$ cat config.mk
export PLATFORM = sky130hd
export DESIGN_NAME = alu_req_arbiter
export DESIGN_NICKNAME = d
export VERILOG_FILES = /design/src/rtl/alu_req_arbiter.sv
export SDC_FILE = /design/constraint.sdc
export NUM_CORES = 1
export LEC_CHECK = 0
export ABC_AREA = 1
export ABC_CLOCK_PERIOD_IN_PS = 2650
export CAP_MARGIN = 15
export CORE_ASPECT_RATIO = 2
export CORE_MARGIN = 2
export CORE_UTILIZATION = 34
export CTS_CLUSTER_SIZE = 30
export DETAILED_ROUTE_END_ITERATION = 10
export GPL_TIMING_DRIVEN = 0
export PLACE_DENSITY = 0.71
export SETUP_SLACK_MARGIN = 0.1
export SLEW_MARGIN = 20
export SYNTH_ARGS = -nofsm -noshare
export SYNTH_HDL_FRONTEND = slang
export SYNTH_SLANG_ARGS = --single-unit
export TNS_END_PERCENT = 20
$ cat constraint.sdc
create_clock -name clk -period 2.65 [get_ports clk]
set_input_delay 0.53 -clock clk [delete_from_list [all_inputs] [get_ports clk]]
set_output_delay 0.53 -clock clk [all_outputs]
set_load 0.01 [all_outputs]
$ cat src/rtl/alu_req_arbiter.sv
// Two-requester front end for a shared, fixed-latency ALU.
// Requests are granted round-robin, and each grant drives the ALU inputs in
// the same cycle. A tag pipe of LAT stages carries the grant id, so each
// result returns to its owner exactly LAT cycles later. The pipe never stalls.
module alu_req_arbiter #(
    parameter int LAT = 1,
    parameter int W   = 8
) (
    input  logic         clk,
    input  logic         rst,
    input  logic         en,
    input  logic         req0_valid,
    input  logic         req1_valid,
    output logic         req0_ready,
    output logic         req1_ready,
    input  logic [W-1:0] req0_a,
    input  logic [W-1:0] req0_b,
    input  logic [W-1:0] req1_a,
    input  logic [W-1:0] req1_b,
    input  logic [1:0]   req0_op,
    input  logic [1:0]   req1_op,
    output logic [W-1:0] alu_a,
    output logic [W-1:0] alu_b,
    output logic [1:0]   alu_op,
    input  logic [W-1:0] alu_y,
    output logic         rsp0_valid,
    output logic         rsp1_valid,
    output logic [W-1:0] rsp_y,
    output logic [2:0]   inflight,
    output logic [15:0]  gnt_cnt0,
    output logic [15:0]  gnt_cnt1
);

    // rr_q == 0 means requester 0 wins the next contended cycle
    logic           rr_q, rr_d;
    logic [LAT-1:0] tag_vld_q, tag_vld_d;
    logic [LAT-1:0] tag_id_q, tag_id_d;
    logic [2:0]     inflight_q, inflight_d;
    logic [15:0]    gnt_cnt0_q, gnt_cnt0_d;
    logic [15:0]    gnt_cnt1_q, gnt_cnt1_d;

    logic gnt0, gnt1, issue, rsp_vld;

    // Arbitration: a single valid wins outright, and contention is settled by rr
    always_comb begin
        gnt0 = 1'b0;
        gnt1 = 1'b0;
        if (!rst && en) begin
            if (req0_valid && req1_valid) begin
                gnt0 = ~rr_q;
                gnt1 = rr_q;
            end else begin
                gnt0 = req0_valid;
                gnt1 = req1_valid;
            end
        end
    end

    assign issue      = gnt0 | gnt1;
    assign req0_ready = gnt0;
    assign req1_ready = gnt1;

    // ALU input mux: the granted operands, or all-zero when idle so the ALU sees no stray activity
    always_comb begin
        alu_a  = '0;
        alu_b  = '0;
        alu_op = 2'b00;
        if (gnt0) begin
            alu_a  = req0_a;
            alu_b  = req0_b;
            alu_op = req0_op;
        end else if (gnt1) begin
            alu_a  = req1_a;
            alu_b  = req1_b;
            alu_op = req1_op;
        end
    end

    // Response steering: the last tag stage lines up with alu_y for the op it tracks
    assign rsp_vld    = tag_vld_q[LAT-1] & ~rst;
    assign rsp0_valid = rsp_vld & ~tag_id_q[LAT-1];
    assign rsp1_valid = rsp_vld & tag_id_q[LAT-1];
    assign rsp_y      = rsp_vld ? alu_y : '0;

    // Next-state for the tag pipe, rr pointer, occupancy and grant counters
    always_comb begin
        tag_vld_d    = tag_vld_q;
        tag_id_d     = tag_id_q;
        tag_vld_d[0] = issue;
        tag_id_d[0]  = gnt1;
        for (int i = 1; i < LAT; i++) begin
            tag_vld_d[i] = tag_vld_q[i-1];
            tag_id_d[i]  = tag_id_q[i-1];
        end

        rr_d = rr_q;
        if (gnt0) begin
            rr_d = 1'b1;
        end else if (gnt1) begin
            rr_d = 1'b0;
        end

        inflight_d = inflight_q;
        case ({issue, rsp_vld})
            2'b10:   inflight_d = inflight_q + 3'd1;
            2'b01:   inflight_d = inflight_q - 3'd1;
            default: inflight_d = inflight_q;
        endcase

        gnt_cnt0_d = gnt_cnt0_q + {15'd0, gnt0};
        gnt_cnt1_d = gnt_cnt1_q + {15'd0, gnt1};
    end

    // Control state: reset flushes every in-flight tag so discarded ops never respond
    always_ff @(posedge clk) begin
        if (rst) begin
            tag_vld_q  <= '0;
            rr_q       <= 1'b0;
            inflight_q <= 3'd0;
            gnt_cnt0_q <= 16'd0;
            gnt_cnt1_q <= 16'd0;
        end else begin
            tag_vld_q  <= tag_vld_d;
            rr_q       <= rr_d;
            inflight_q <= inflight_d;
            gnt_cnt0_q <= gnt_cnt0_d;
            gnt_cnt1_q <= gnt_cnt1_d;
        end
    end

    // Tag ids are qualified by tag_vld_q, so they need no reset
    always_ff @(posedge clk) begin
        tag_id_q <= tag_id_d;
    end

    assign inflight = inflight_q;
    assign gnt_cnt0 = gnt_cnt0_q;
    assign gnt_cnt1 = gnt_cnt1_q;

endmodule

# After elaboration in Yosys (flattened, before gate mapping)
# Index checks and enable logic that the tools add are counted.
# Widths: inputs -> output; s select.
dict set report op_classes {
  add_sub_neg 4
  muxes 14
  reduce_logical 5
  n_eq_ne 2
  bitwise 7
}
# cell n
set op_table {}
lappend op_table {{$mux 8} 5}
lappend op_table {{$add 16x1->16} 2}
lappend op_table {{$mux 1} 6}
lappend op_table {{$pmux 3 s2} 1}
lappend op_table {{$mux 2} 2}
lappend op_table {{$reduce_bool 2->1} 2}
lappend op_table {{$add 3x1->3 const B} 1}
lappend op_table {{$and 1x1->1} 3}
lappend op_table {{$not 1->1} 3}
lappend op_table {{$sub 3x1->3 const B} 1}
lappend op_table {{$eq 2x1->1 const B} 1}
lappend op_table {{$eq 2x2->1 const B} 1}
lappend op_table {{$logic_and 1x1->1} 2}
lappend op_table {{$logic_not 1->1} 1}
lappend op_table {{$or 1x1->1} 1}
dict set report totals {
  register_bits 38
  output_inout_bits 65
  wordCells 38
  input_bits 49
}

# Longest topological paths before layout
# Gate-level depths: netlist of the first run.
dict set report depth {
  depth_word 6
  mapped_depth 14
  depth_no_buf 13
}

# Least setup slack after synthesis of the first run
# No wires, ideal clock.
dict set report synth_path {
  kind {input to register}
  start {in rst}
  end {reg gnt_cnt1_q[10] (netlist: gnt_cnt1[10])}
  path_buffers 2
  setup_time_ns 0.114
  stages 12
  required_ns 2.536
  arrival_ns 1.982
  slack_ns 0.553
  cell_sequence {buf_6 > nor2_4 > nand3_1 > inv_2 > buf_4 > ha_1 > ha_1 > nand3_2 > nor2_4 > nand2_2 > xor2_1 > nor2_1}
}
dict set report synth_via {
  elab_chain_len 4
}
# item line_no
set synth_rtl {}
lappend synth_rtl {{from (decl)} 10} ;# input logic rst,
lappend synth_rtl {{$logic_not 1->1} 48} ;# if (!rst && en) begin
lappend synth_rtl {{$logic_and 1x1->1} 48}
lappend synth_rtl {{$mux 1} 48}
lappend synth_rtl {{via req1_ready} 15} ;# output logic req1_ready,
lappend synth_rtl {{$add 16x1->16} 111} ;# gnt_cnt1_d = gnt_cnt1_q + {15'd0, gnt1};
lappend synth_rtl {{to (signal assigned)} 127} ;# gnt_cnt1_q <= gnt_cnt1_d;
lappend synth_rtl {{to (decl)} 40} ;# logic [15:0] gnt_cnt1_q, gnt_cnt1_d;
# The timed path passes the listed nets, and every way through them passes these cells.
# A chain may end at the register's enable or synchronous reset.

# Worst setup path in the final report of the first run
dict set report layout_path {
  start {in en}
  end {out alu_b[3]}
}
dict set report layout_via {
  elab_chain_len 4
  elab_cells_between_ends 5
  classes_between {4 x mux; 1 x reduce/logical}
}
# item line_no
set layout_rtl {}
lappend layout_rtl {{from (decl)} 11} ;# input logic en,
lappend layout_rtl {{$logic_and 1x1->1 *} 48}
lappend layout_rtl {{$mux 1} 48}
lappend layout_rtl {{$mux 8} 72} ;# end else if (gnt1) begin
lappend layout_rtl {{$mux 8 *} 68} ;# if (gnt0) begin
lappend layout_rtl {{to (decl)} 23} ;# output logic [W-1:0] alu_b,
# Mark *: on every way between the ends. The rest lies on a longest branch, timed or not.

==> out/summary.md, run 1 <==
Run status
* finished clean — run status

STA
* 408.9 MHz — achievable frequency
* 0 — Final setup violation count
* 0.2043 ns — Final Worst Setup Slack
* 2.446 ns — min Tclk post-route
* 0.6237 — headroom to the max-slew limit
* 0 — total count of max-transition violations in the final report
* 0.004881 ns — clock tree skew after final layout
* 0 ns — Setup Total Neg Slack
* true — RSZ-0062 raised after global routing
* 0.9229 — period utilization
* 0.5644 ns — Worst-Margin Slew
* 0 — final hold vios

Clock tree
* built — TritonCTS clock tree
* 0 — number of hold buffers added after CTS
* clkbuf_16 — clock tree root buffer cell
* 0.28 ns — clock latency at the later pin of the worst-skew pair
* 2 — maximum count of clock buffers along a single path
* 0.05 ns — clock edge transition at the registers on the reported setup and hold paths
* 38 — CTS sink count
* 5 — number of buffers created by CTS
* 2 — number of levels the H-tree was split into

Cells and area
* 0.09647 — layout cells sized above 1
* 66.80% — post-synthesis to final-layout area growth
* 600 — FILL cells
* 511 — Final Instance Count excl. Fillers
* 0 — ant diodes
* 3590 um^2 — area of all placed cells without fillers
* 479 — count of nets after finishing

Global routing
* 0.04983 — met3 Usage GRT
* 0.2790 — Global Route met2 Usage
* 0 — Congestion Overflow GR
* met2 — layer with the highest usage
* 0 — antenna violations before repair
* 9377 um — wire length of the first global-routing pass
* 0.2192 — met1 usage
* 13 — pin count of the biggest net entering global routing
* 2129 — vias in the first global route
* 0.1714 — global-route usage over all layers

Worst setup path
* rr_q — RR Startpoint
* 1.92 ns — data arrival time of the critical path
* in -> out — critical path class
* en — beginning of the critical path
* input port — critical path launch point type
* alu_b[3] — critical path capture point
* clkdlybuf4s50_1, inv_1, nor2_4, nand3_1, inv_2, buf_4, a22o_1, dlygate4sd2_1 — ordered list of cells on the worst path
* inflight[2] — worst reg2reg path endpoint
* output port — nature of the critical path endpoint
* 10 — crit-path max FO
* 14 — number of cells on the worst reg-to-reg path
* 0.45 ns — Largest stage delay, worst path
* 0.68 ns — worst reg-to-reg setup slack
* 2.12 ns — worst path required time
* clkdlybuf4s50_1 — worst-path cell with the longest stage delay

Synthesis
* dfxtp_1 — flip-flop cell with the highest count after synthesis
* 0 — EDFF count, synth
* 38 — number of register bits inferred by synthesis
* 0 — number of warnings printed during yosys synthesis
* 2152 um^2 — combined area of all synthesized cells
* 359 — total nets after synthesis
* 30 — number of distinct standard cells referenced by the synthesized netlist
* 0.3535 — fraction of the yosys area taken by sequential cells
* 304 — gate count of the mapped netlist
* 7.079 um^2 — synthesized area divided by synthesized cell count
* 0 — ys async rst share

Drt
* 4 — iteration count of the initial detailed-routing pass
* 11.17 um — Routed WL per cell
* 0 — Routed Antenna Nets
* 2301 — routed via count
* 113 — DRC marker count from the first detailed-route iteration
* 4.503 — detailed-route vias per instance
* 5706 um — DRT Wirelength
* 0 — DRC

Die
* 116.5 um — die span in y
* 7020 um^2 — Die ar.
* 114 — Top Ports
* 0.3467 — initial core utilization
* 6207 um^2 — core area
* 41 — Core Rows
* 60.26 um — Die W

Worst hold path
* reg -> reg — class of the tightest hold or removal check

Placement
* 112 — input/output buffers
* 0.8141 — global placer's final weighted congestion
* 3381 um^2 — total cell area at the placement stage
* -0.1268 ns — setup slack after placement
* 502 — cell count after placement
* 4403 um — Post-DP HPWL

Power and ir drop
* 436.9 nW/um^2 — pwr dens
* 0.001495 uW — leakage power of the design
* 278.9 uV — maximum ir drop on the vdd rail

Run
* 0 — total of max-cap violations

[cells in the final DEF (no fill, tap or decap), types with 3 or more instances in the layout]
cell type and count:
inv_2 3, a21oi_1 19, buf_6 4, buf_4 3, nor2_4 4, nand3_1 15, inv_1 51, nor2_1 49
dfxtp_1 38, ha_1 3, xnor2_1 4, nand4_1 4, nand2_1 54, nand3_2 5, dlygate4sd2_1 20, clkbuf_16 5
clkdlybuf4s50_1 92, o21ai_0 7, nand2_2 3, a22o_1 18, nor2_2 4
[registers in the layout (all words and copies together) (netlist names)]
signal / count
rr_q: 1
inflight: 3
gnt_cnt1: 16
gnt_cnt0: 16
tag_vld_q: 1
tag_id_q: 1
[per-stage QoR]
stage          power, uW  hold WS, ns  utilization
3_5_place_dp       797.3       0.4604       0.5446
4_1_cts             1587       0.4834       0.5747
3_3_place_gp       795.3       0.4532       0.5446
6_report            1568       0.4774       0.5783
5_1_grt             1634       0.4962       0.5783
2_1_floorplan      668.0       0.4712            -
[worst max-delay path: cells and delay by family]
kind | cells | cell delay, ns
compound gates | 1 | 0.13
simple gates | 2 | 0.21
buf+inv | 5 | 1.04
[synthesized netlist by cell type, types with 4 or more instances]
cell type  count  area share
a21oi_1       19       0.044
a22o_1        18       0.073
buf_2          4      0.0093
dfxtp_1       38        0.35
ha_1           5       0.029
inv_1         51       0.089
nand2_1       54       0.094
nand3_1       15       0.035
nand3_2        5       0.023
nand4_1        4       0.012
nor2_1        49       0.085
nor2_2         4       0.012
nor2_4         4       0.021
o21ai_0        7       0.016
xnor2_1        4       0.016
[repair_timing]
action	4_1_cts	5_1_grt
setup endpoints to repair	20	10
setup buffers	0	1
resized for setup	24	3
pin swaps	0	1
[cell families (layout without fill, tap and decap cells)]
group           count (synthesis)  count (layout)  share of synthesized area
flops                          38              38                     0.3535
simple gates                  143             143                     0.3128
buf+inv                        63             184                     0.1227
fa+ha+maj                       6               6                    0.03837
compound gates                 48              48                     0.1483
xor+xnor                        6               6                    0.02442
[worst min path at each step]
stage                             from           end  slack [ns]  depth (start not counted)
after global placement     inflight[2]   inflight[2]        0.45                          2
final                      inflight[0]   inflight[0]        0.48                          1
after CTS                 gnt_cnt0[15]  gnt_cnt0[15]        0.48                          2
after detailed placement   inflight[2]   inflight[2]        0.46                          2
after global routing               rst   gnt_cnt1[7]        0.50                          2
after floorplan                   rr_q          rr_q        0.47                          2
[area by class of cell]
cell class | instances | area, um^2 | share of cell area
multi-input cells | 203 | 1142 | 0.3182
clock inverters | 2 | 60.06 | 0.01673
well taps | 86 | 107.6 | 0.02998
repair buffers | 113 | 1104 | 0.3074
plain buffers | 9 | 73.82 | 0.02056
inverters | 54 | 202.7 | 0.05647
clock buffers | 6 | 138.9 | 0.03869
flip-flops and latches | 38 | 760.7 | 0.2119
[report_power, final]
group | internal [uW] | total, uW | switching [uW]
clock | 565 | 793 | 228
sequential | 580 | 585 | 5.48
combinational | 117 | 191 | 73.6
[layer usage]
metal | vias to the layer above | wire, um | part of all wire
li1 | 1198 | - | -
met1 | 1018 | 2479 | 0.43
met2 | 79 | 2820 | 0.49
met3 | 6 | 355 | 0.062
met4 | 0 | 51 | 0.0089
met5 | - | 0 | 0
No activity file was read; power rests on OpenSTA's default activity.
==> run 2, diff against run 1 <==
- ABC_AREA: 1 -> unset
- PLACE_DENSITY: 0.71 -> 0.73
==> out/summary.md, run 2 <==
Run status
* finished with violations — run status
* DRC — violations in the final reports

STA
* 0.3685 ns — Worst-Margin Slew, -0.1960 ns
* 2.465 ns — min Tclk post-route, +0.01950 ns
* 0.005443 ns — clock tree skew after final layout, +0.0005623 ns
* 0.4884 ns — Final Hold Slack, +0.01093 ns
* 0.1848 ns — Final Worst Setup Slack, -0.01950 ns
* 0.9303 — period utilization, +0.007358
* 0 — total count of max-transition violations in the final report, unchanged
* 0 — Final setup violation count, unchanged
* 0 — final hold vios, unchanged
* false — RSZ-0062 raised after global routing
* 0.7536 — headroom to the max-slew limit, +0.1299
* 405.6 MHz — achievable frequency, -0.79%

Cells and area
* 468 — FILL cells, -22%
* 0 — ant diodes, unchanged
* clkdlybuf4s50_1 (87), dfxtp_1 (38), nor2_1 (19) — leading cell types in the layout, fill and taps excluded
* 0.1554 — layout cells sized above 1, +0.05890
* 415 — Final Instance Count excl. Fillers, -19%
* 85.88% — post-synthesis to final-layout area growth
* 408 — count of nets after finishing, -15%
* clkdlybuf4s50_1 — most common library cell in the layout ignoring fill and taps
* 3689 um^2 — area of all placed cells without fillers, +2.8%

Drt
* 6120 um — DRT Wirelength, +7.3%
* 0 — Routed Antenna Nets, unchanged
* 7 — iteration count of the initial detailed-routing pass, +3
* 14.75 um — Routed WL per cell, +32%
* 1 — DRC, +1
* 5.299 — detailed-route vias per instance, +18%
* 52 — DRC marker count from the first detailed-route iteration, -54%
* 2199 — routed via count, -4.4%

Synthesis
* dfxtp_1 (38%), a22o_1 (7.9%), nor2b_1 (4.7%) — leading cell types by total area after synthesis
* 38 — number of register bits inferred by synthesis, unchanged
* 0.3834 — Yosys top cell area share, +0.02987
* dfxtp_1 — most instantiated library cell after synthesis
* 227 — gate count of the mapped netlist, -25%
* dfxtp_1 (38), nor2_1 (19), a22o_1 (18), a21oi_1 (16), nor2b_1 (15) — most common library cells after synthesis
* 282 — total nets after synthesis, -21%
* 0 — EDFF count, synth, unchanged
* 0 — number of warnings printed during yosys synthesis, unchanged
* 8.742 um^2 — synthesized area divided by synthesized cell count, +23%
* 0 — ys async rst share, unchanged
* dfxtp_1 — post-synth top area cell
* 1984 um^2 — combined area of all synthesized cells, -7.8%
* dfxtp_1 — flip-flop cell with the highest count after synthesis
* 0.3834 — fraction of the yosys area taken by sequential cells, +0.02987
* 30 — number of distinct standard cells referenced by the synthesized netlist, unchanged

Die
* 0.3506 — initial core utilization, +0.003870
* 112.0 um — die span in y, -3.8%
* 6501 um^2 — Die ar., -7.4%
* 114 — Top Ports, unchanged
* 58.02 um — Die W, -3.7%
* 39 — Core Rows, -4.9%
* 5660 um^2 — core area, -8.8%

Power and ir drop
* 0.123 — fraction of power consumed by combinational cells, about the same
* 1268 uW — Internal, +0.55%
* 0.371 — fraction of power consumed by sequential logic, -0.002
* 427.9 nW/um^2 — pwr dens, -2.1%
* 511.3 uV — maximum ir drop on the vdd rail, +83%
* 0.1964 — Sw Ratio, +0.0006490
* 0.506 — clock network fraction of total power, about the same
* 0.001579 uW — leakage power of the design, +5.6%
* 1578 uW — overall power, +0.63%
* 309.9 uW — reported net switching power, +0.96%

Placement
* 3193 um^2 — total cell area at the placement stage, -5.6%
* -0.8009 ns — setup slack after placement, -0.6741 ns
* 113 — input/output buffers, +0.89%
* 0.7999 — global placer's final weighted congestion, -1.7%
* 4319 um — Post-DP HPWL, -1.9%
* 401 — cell count after placement, -20%

Clock tree
* 0.06 ns — clock edge transition at the registers on the reported setup and hold paths, about the same
* clkbuf_16 — clock tree root buffer cell
* 2 — number of levels the H-tree was split into, unchanged
* 38 — CTS sink count, unchanged
* 5 — number of buffers created by CTS, unchanged
* 0 — number of hold buffers added after CTS, unchanged
* 2 — maximum count of clock buffers along a single path, unchanged
* built — TritonCTS clock tree
* 0.28 ns — clock latency at the later pin of the worst-skew pair, about the same

Worst setup path
* input port — critical path launch point type
* 6 — crit-path max FO, -4
* output port — nature of the critical path endpoint
* 2.12 ns — worst path required time, about the same
* in -> out — critical path class
* 1.94 ns — data arrival time of the critical path, +0.02 ns

Global routing
* 0 — antenna violations before repair, unchanged
* 2142 — vias in the first global route, +0.61%
* 13 — pin count of the biggest net entering global routing, unchanged
* 0.1906 — global-route usage over all layers, +0.01920
* 9756 um — wire length of the first global-routing pass, +4.0%
* 0 — Congestion Overflow GR, unchanged

Run
* 0 — total of max-cap violations, unchanged

Worst hold path
* reg -> reg — class of the tightest hold or removal check

## run 2: cell count changes after synthesis, sizes merged, moves of 9 or more
cell	previous run	this run
nand2	57	8
nand3	20	11
and2	0	9
nor2b	0	15
nor2	57	19
inv	54	10
## run 2: cell type report
class / count / area [um^2] / area share
multi-input combinational: 168 / 1301 / 0.3528
timing repair buffer: 119 / 1221 / 0.3311
clock buffer: 6 / 138.9 / 0.03765
buffer: 10 / 83.83 / 0.02273
tap: 61 / 76.32 / 0.02069
sequential: 38 / 760.7 / 0.2062
clock inverter: 2 / 60.06 / 0.01628
inverter: 11 / 46.29 / 0.01255
## run 2: path summary, 6_finish.rpt
kind	startpoint	endpoint	slack [ns]	depth (start not counted)
worst max-delay path	en	alu_a[3]	0.18	7
worst min-delay path	inflight[2]	inflight[2]	0.49	2
worst min register to register	inflight[2]	inflight[2]	0.49	2
worst max register to register	rr_q	gnt_cnt1[12]	0.48	9
## run 2: worst max-delay path, stage by stage
cell,delay [ns]
dlygate4sd2_1,0.24
nor2b_4,0.13
and3_4,0.19
buf_6,0.13
bufbuf_16,0.26
a22o_1,0.18
dlygate4sd2_1,0.28
## run 2: timing repair
item / CTS / global route
pin swaps: 3 / 1
cloned: 2 / 0
buffers inserted: 2 / 2
gates resized for setup: 41 / 28
endpoints found under the setup margin: 51 / 40
## run 2: power by group through the flow
stage / sequential (uW) / clock (uW) / combinational, uW
2_1_floorplan: 598 / 0 / 61.3
3_5_place_dp: 596 / 0 / 188
3_3_place_gp: 596 / 0 / 186
4_1_cts: 584 / 812 / 195
6_report: 585 / 799 / 194
5_1_grt: 586 / 832 / 211
## run 2: cell families after synthesis
logic type / share of synthesized area
AO/OA/AOI/OAI: 0.1747
XOR/XNOR: 0.03531
adder cells (fa/ha/maj): 0.04161
buffers and inverters: 0.04477
flip-flops: 0.3834
multiplexers: 0.04540
AND/OR/NAND/NOR: 0.2749
## run 2: stage by stage
stage | setup TNS (ns) | utilization
global placement | -16.00 | 0.5641
CTS | 0 | 0.6286
finish | 0 | 0.6516
floorplan | 0 | -
global route | 0 | 0.6516
detailed placement | -17.84 | 0.5641
## run 2: layer usage
metal / vias up / track usage / routed length (um)
met1: 1032 / 0.1890 / 2064
met5: - / 0 / 0
met2: 82 / 0.3621 / 3603
li1: 1073 / - / -
met4: 0 / 0.08682 / 148
met3: 12 / 0.03571 / 304
==> variant 1 (config.mk and constraints of run 2) <==
`W`: 8 -> 10.
--- a/src/rtl/alu_req_arbiter.sv
+++ b/src/rtl/alu_req_arbiter.sv
@@ -6,3 +6,3 @@
     parameter int LAT = 1,
-    parameter int W   = 8
+    parameter int W   = 10
 ) (
Interface: changed (8 resized); port bits go from 114 to 130. No check against the original RTL was run, so the function may have changed too.
==> variant 1 against run 2 <==
Die area increased by 2.6%. Highest routed layer unchanged. Largest power group is now sequential cells. Cell count up 5.3%. Maximum frequency down 3.7%. The run still ends with DRC left. Count of clock-buffer cells in the layout decreased by 1. Critical endpoint is now gnt_cnt1[12]. Worst setup slack worse by 95 ps. Sequential cell count is the same. Worst hold slack improved by 2.0 ps. Total power decreased by 14%. Wire length is 5.3% higher. Area after synthesis increased by 2.8%. Cell area is 2.1% higher.
==> variant 1: results (changes against run 2) <==
wire_per_inst_um: 14.74  # about the same
ys_top_cells_by_area: "dfxtp_1 (37%), a22o_1 (9.4%), nor2b_1 (4.6%), mux2_2 (4.4%), a21oi_1 (3.9%)"
synthCells: 235  # +3.5%
nNetsFinal: 439  # +7.6%
gr-usage-met2: 0.3281  # -0.03397
seq_area_frac_synth: 0.3730  # -0.01035
multi_input_area_um2: 1351  # +3.8%
failed_checks: "DRC"
multi_input_area_share: 0.3588  # +0.006023
grt_usage: 0.1884  # -0.002224
drive_gt1_frac: 0.1631  # +0.007734
routed-via-count: 2286  # +4.0%
drt_iter0_markers: 91  # +75%
final-clk-cell-share: 0.03588  # -0.01805
dpl-instance-area_um2: 3412  # +6.9%
dp_cells: 427  # +6.5%
io_buffers: 129  # +14%
wl_met3_um: 486  # +60%
max_slew.worst_pin.slew_ps: 420.2  # +51.78 ps
grt_pass1_vias: 2180  # +1.8%
cp_slowest_cell: "clkdlybuf4s50_1"
grt_use_met3: 0.05102  # +0.01531
fill_cells: 514  # +9.8%
dr.pass1.iters: 8  # +1
peakVddDrop_mv: 0.3001  # -41%
buf_share: 0.3714  # +0.01763
critPathMaxFanout: 9  # +3
p_leak_uw: 0.001607  # +1.8%
flops_and_latches: 38  # unchanged
seq_share: 0.2020  # -0.004248
grt_pass1_wl_um: 10010  # +2.6%
p_int_uw: 1059  # -17%
cp.arrival_ps: 2730  # +790 ps
status: "finished, violations left"
seq_power_uw: 584  # about the same
drc: 10  # +9
## variant 1: cell types whose count changed after synthesis
| cell | run 2 | this run |
|---|---|---|
| clkinv_1 | 1 | 0 |
| buf_1 | 0 | 2 |
| a22o_1 | 18 | 22 |
| inv_1 | 10 | 11 |
| and2_1 | 9 | 11 |
## variant 1: logic make-up (layout without fill, tap and decap cells)
kind of cell,count (synthesis),after routing,share of synthesized area
xor+xnor,8,8,0.03436
simple gates,97,97,0.2736
buf+inv,23,162,0.04724
compound gates,55,55,0.1871
mux,8,8,0.04417
fa+ha+maj,6,6,0.04049
flops,38,38,0.3730
## variant 1: path summary, 6_finish.rpt
kind         start           end  slack [ps]  depth (start not counted)
max             en  gnt_cnt1[12]          90                         10
min           rr_q          rr_q         490                          2
max reg2reg   rr_q  gnt_cnt1[12]         550                          9
min reg2reg   rr_q          rr_q         490                          2
## variant 1: worst min-delay path: cells and delay by family, from the launching register on
kind	cells	cell delay, ps
compound gates	2	130
flops	1	310
==> variant 2 (settings of run 2) <==
Without the edit above. Reset style: asynchronous (`rst`), changed in one clocked block.
--- a/src/rtl/alu_req_arbiter.sv
+++ b/src/rtl/alu_req_arbiter.sv
@@ -114,3 +114,3 @@
     // Control state: reset flushes every in-flight tag so discarded ops never respond
-    always_ff @(posedge clk) begin
+    always_ff @(posedge clk or posedge rst) begin
         if (rst) begin
Function: differs if rst is asserted again (counterexample within 4 cycles, from zero or initial values and one cycle with rst high); with rst held inactive, the same outputs for 10 cycles.
==> variant 2 against run 2 <==
Maximum frequency decreased by 0.68%. Sequential cell count unchanged. Die area down 4.7%. Area after synthesis is 5.0% lower. Wire length shrank 15%. Non-clock buffer count is 2 higher. Core utilization shrank 2.5 points. First-iteration DRC count is 48% lower. Worst setup slack lost 17 ps. Cell area shrank 8.8%. Synthesized cell count down 26%.
Power is not compared: it rests on default switching activity, and its combinational part moved more than twofold at a synthesized area within 25%.
==> variant 2: results (changes against run 2) <==
synth_xor_area_frac: 0.1440  # +0.1087
synth_compound_area_frac: 0.09489  # -0.07976
drt_iter0_markers: 27  # -48%
grt_usage: 0.1827  # -0.007921
comb_cell_power_uw: 538
fill_cells: 453  # -3.2%
dpl-instance-area_um2: 3112  # -2.5%
synth_commonest_cells: "dfrtp_1 (37), xnor2_1 (20), a22o_1 (18)"
postRouteWirelength_um: 5181  # -15%
endpoint: "alu_b[6]"
timing.rr.start: "rr_q"
drive_gt1_frac: 0.1391  # -0.01629
dp_hpwl_um: 3991  # -7.6%
powerDensity_nw_per_um2: 531.3
drc: 0  # -1
r2r_slack_ps: 380  # -100 ps
final_cell_count_no_fill: 362  # -13%
status: "finished, final reports clean"
viasPerCell: 4.909  # -7.4%
reg2reg_to: "inflight[2]"
utilization: 0.6262  # -0.02541
synthAdderAreaFrac: 0.04380  # +0.002181
synth_nets: 224  # -21%
clk_pin_slew_ps: 70
synth_mux_area_frac: 0.005309  # -0.04009
dr.pass1.iters: 4  # -3
r2r_cells: 12  # +3
avgSynthCellArea_um2: 11.16  # +28%
seq_area_frac_synth: 0.5017  # +0.1183
grt_pass1_vias: 1883  # -12%
h-tree-depth: 2  # unchanged
crit_start: "rst"
hold_path.class: "input pin to asynchronous set/reset pin"
dp_cells: 343  # -14%
ys_top_cells_by_area: "dfrtp_1 (49%), xnor2_1 (9.3%), a22o_1 (8.4%), xor2_1 (5.1%), and2_1 (3.3%)"
hold_ws_ps: 370.2  # -118.2 ps
ys_types: 29  # -3.3%
clock_skew_ps: 6.959  # +1.516 ps
pre_cts_slack_ps: -395.0  # +405.9 ps
nNetsFinal: 356  # -13%
synth-async-reset-ratio: 0.9737  # +0.9737
cts_root_buf: "clkbuf_8"
setup_slack_ps: 167.9  # -16.93 ps
grt_max_degree: 28  # +15
max_slew.worst_pin.slew_ps: 259.1  # -109.3 ps
place_congestion: 0.7379  # -7.8%
critPathMaxFanout: 5  # -1
[variant 2: cell count changes in the layout (fill, tap and decap cells not counted), moves of 7 or more]
cell                   run 2  this run
dfrtp_1                    0        37
or4_1                      7         0
mux2_2                     8         0
dlymetal6s2s_1            13         5
o31ai_1                    8         0
o21ai_0                    8         0
nor2b_1                   13         2
xnor2_1                    3        20
nor2_1                    19         8
dfxtp_1                   38         1
a21oi_1                   16         1
[variant 2: metal layers]
metal	wire (um)	vias to the layer above	global-route usage
met3	479	6	0.06824
met2	2917	99	0.3455
li1	-	841	-
met1	1678	831	0.1701
met4	106	0	0.07823
met5	0	-	0
[variant 2: layout make-up]
cell class,count,share of cell area
Buffer,6,0.01636
Inverter,7,0.007810
Sequential cell,38,0.2811
Timing Repair Buffer,125,0.3670
Tap cell,60,0.02231
Clock buffer,8,0.03273
Multi-Input combinational cell,118,0.2726
[variant 2: repair_timing]
item	4_1_cts	5_1_grt
resized for setup	38	17
buffers inserted	9	0
setup endpoints to repair	39	24
gates cloned	2	0
pin swaps	1	0
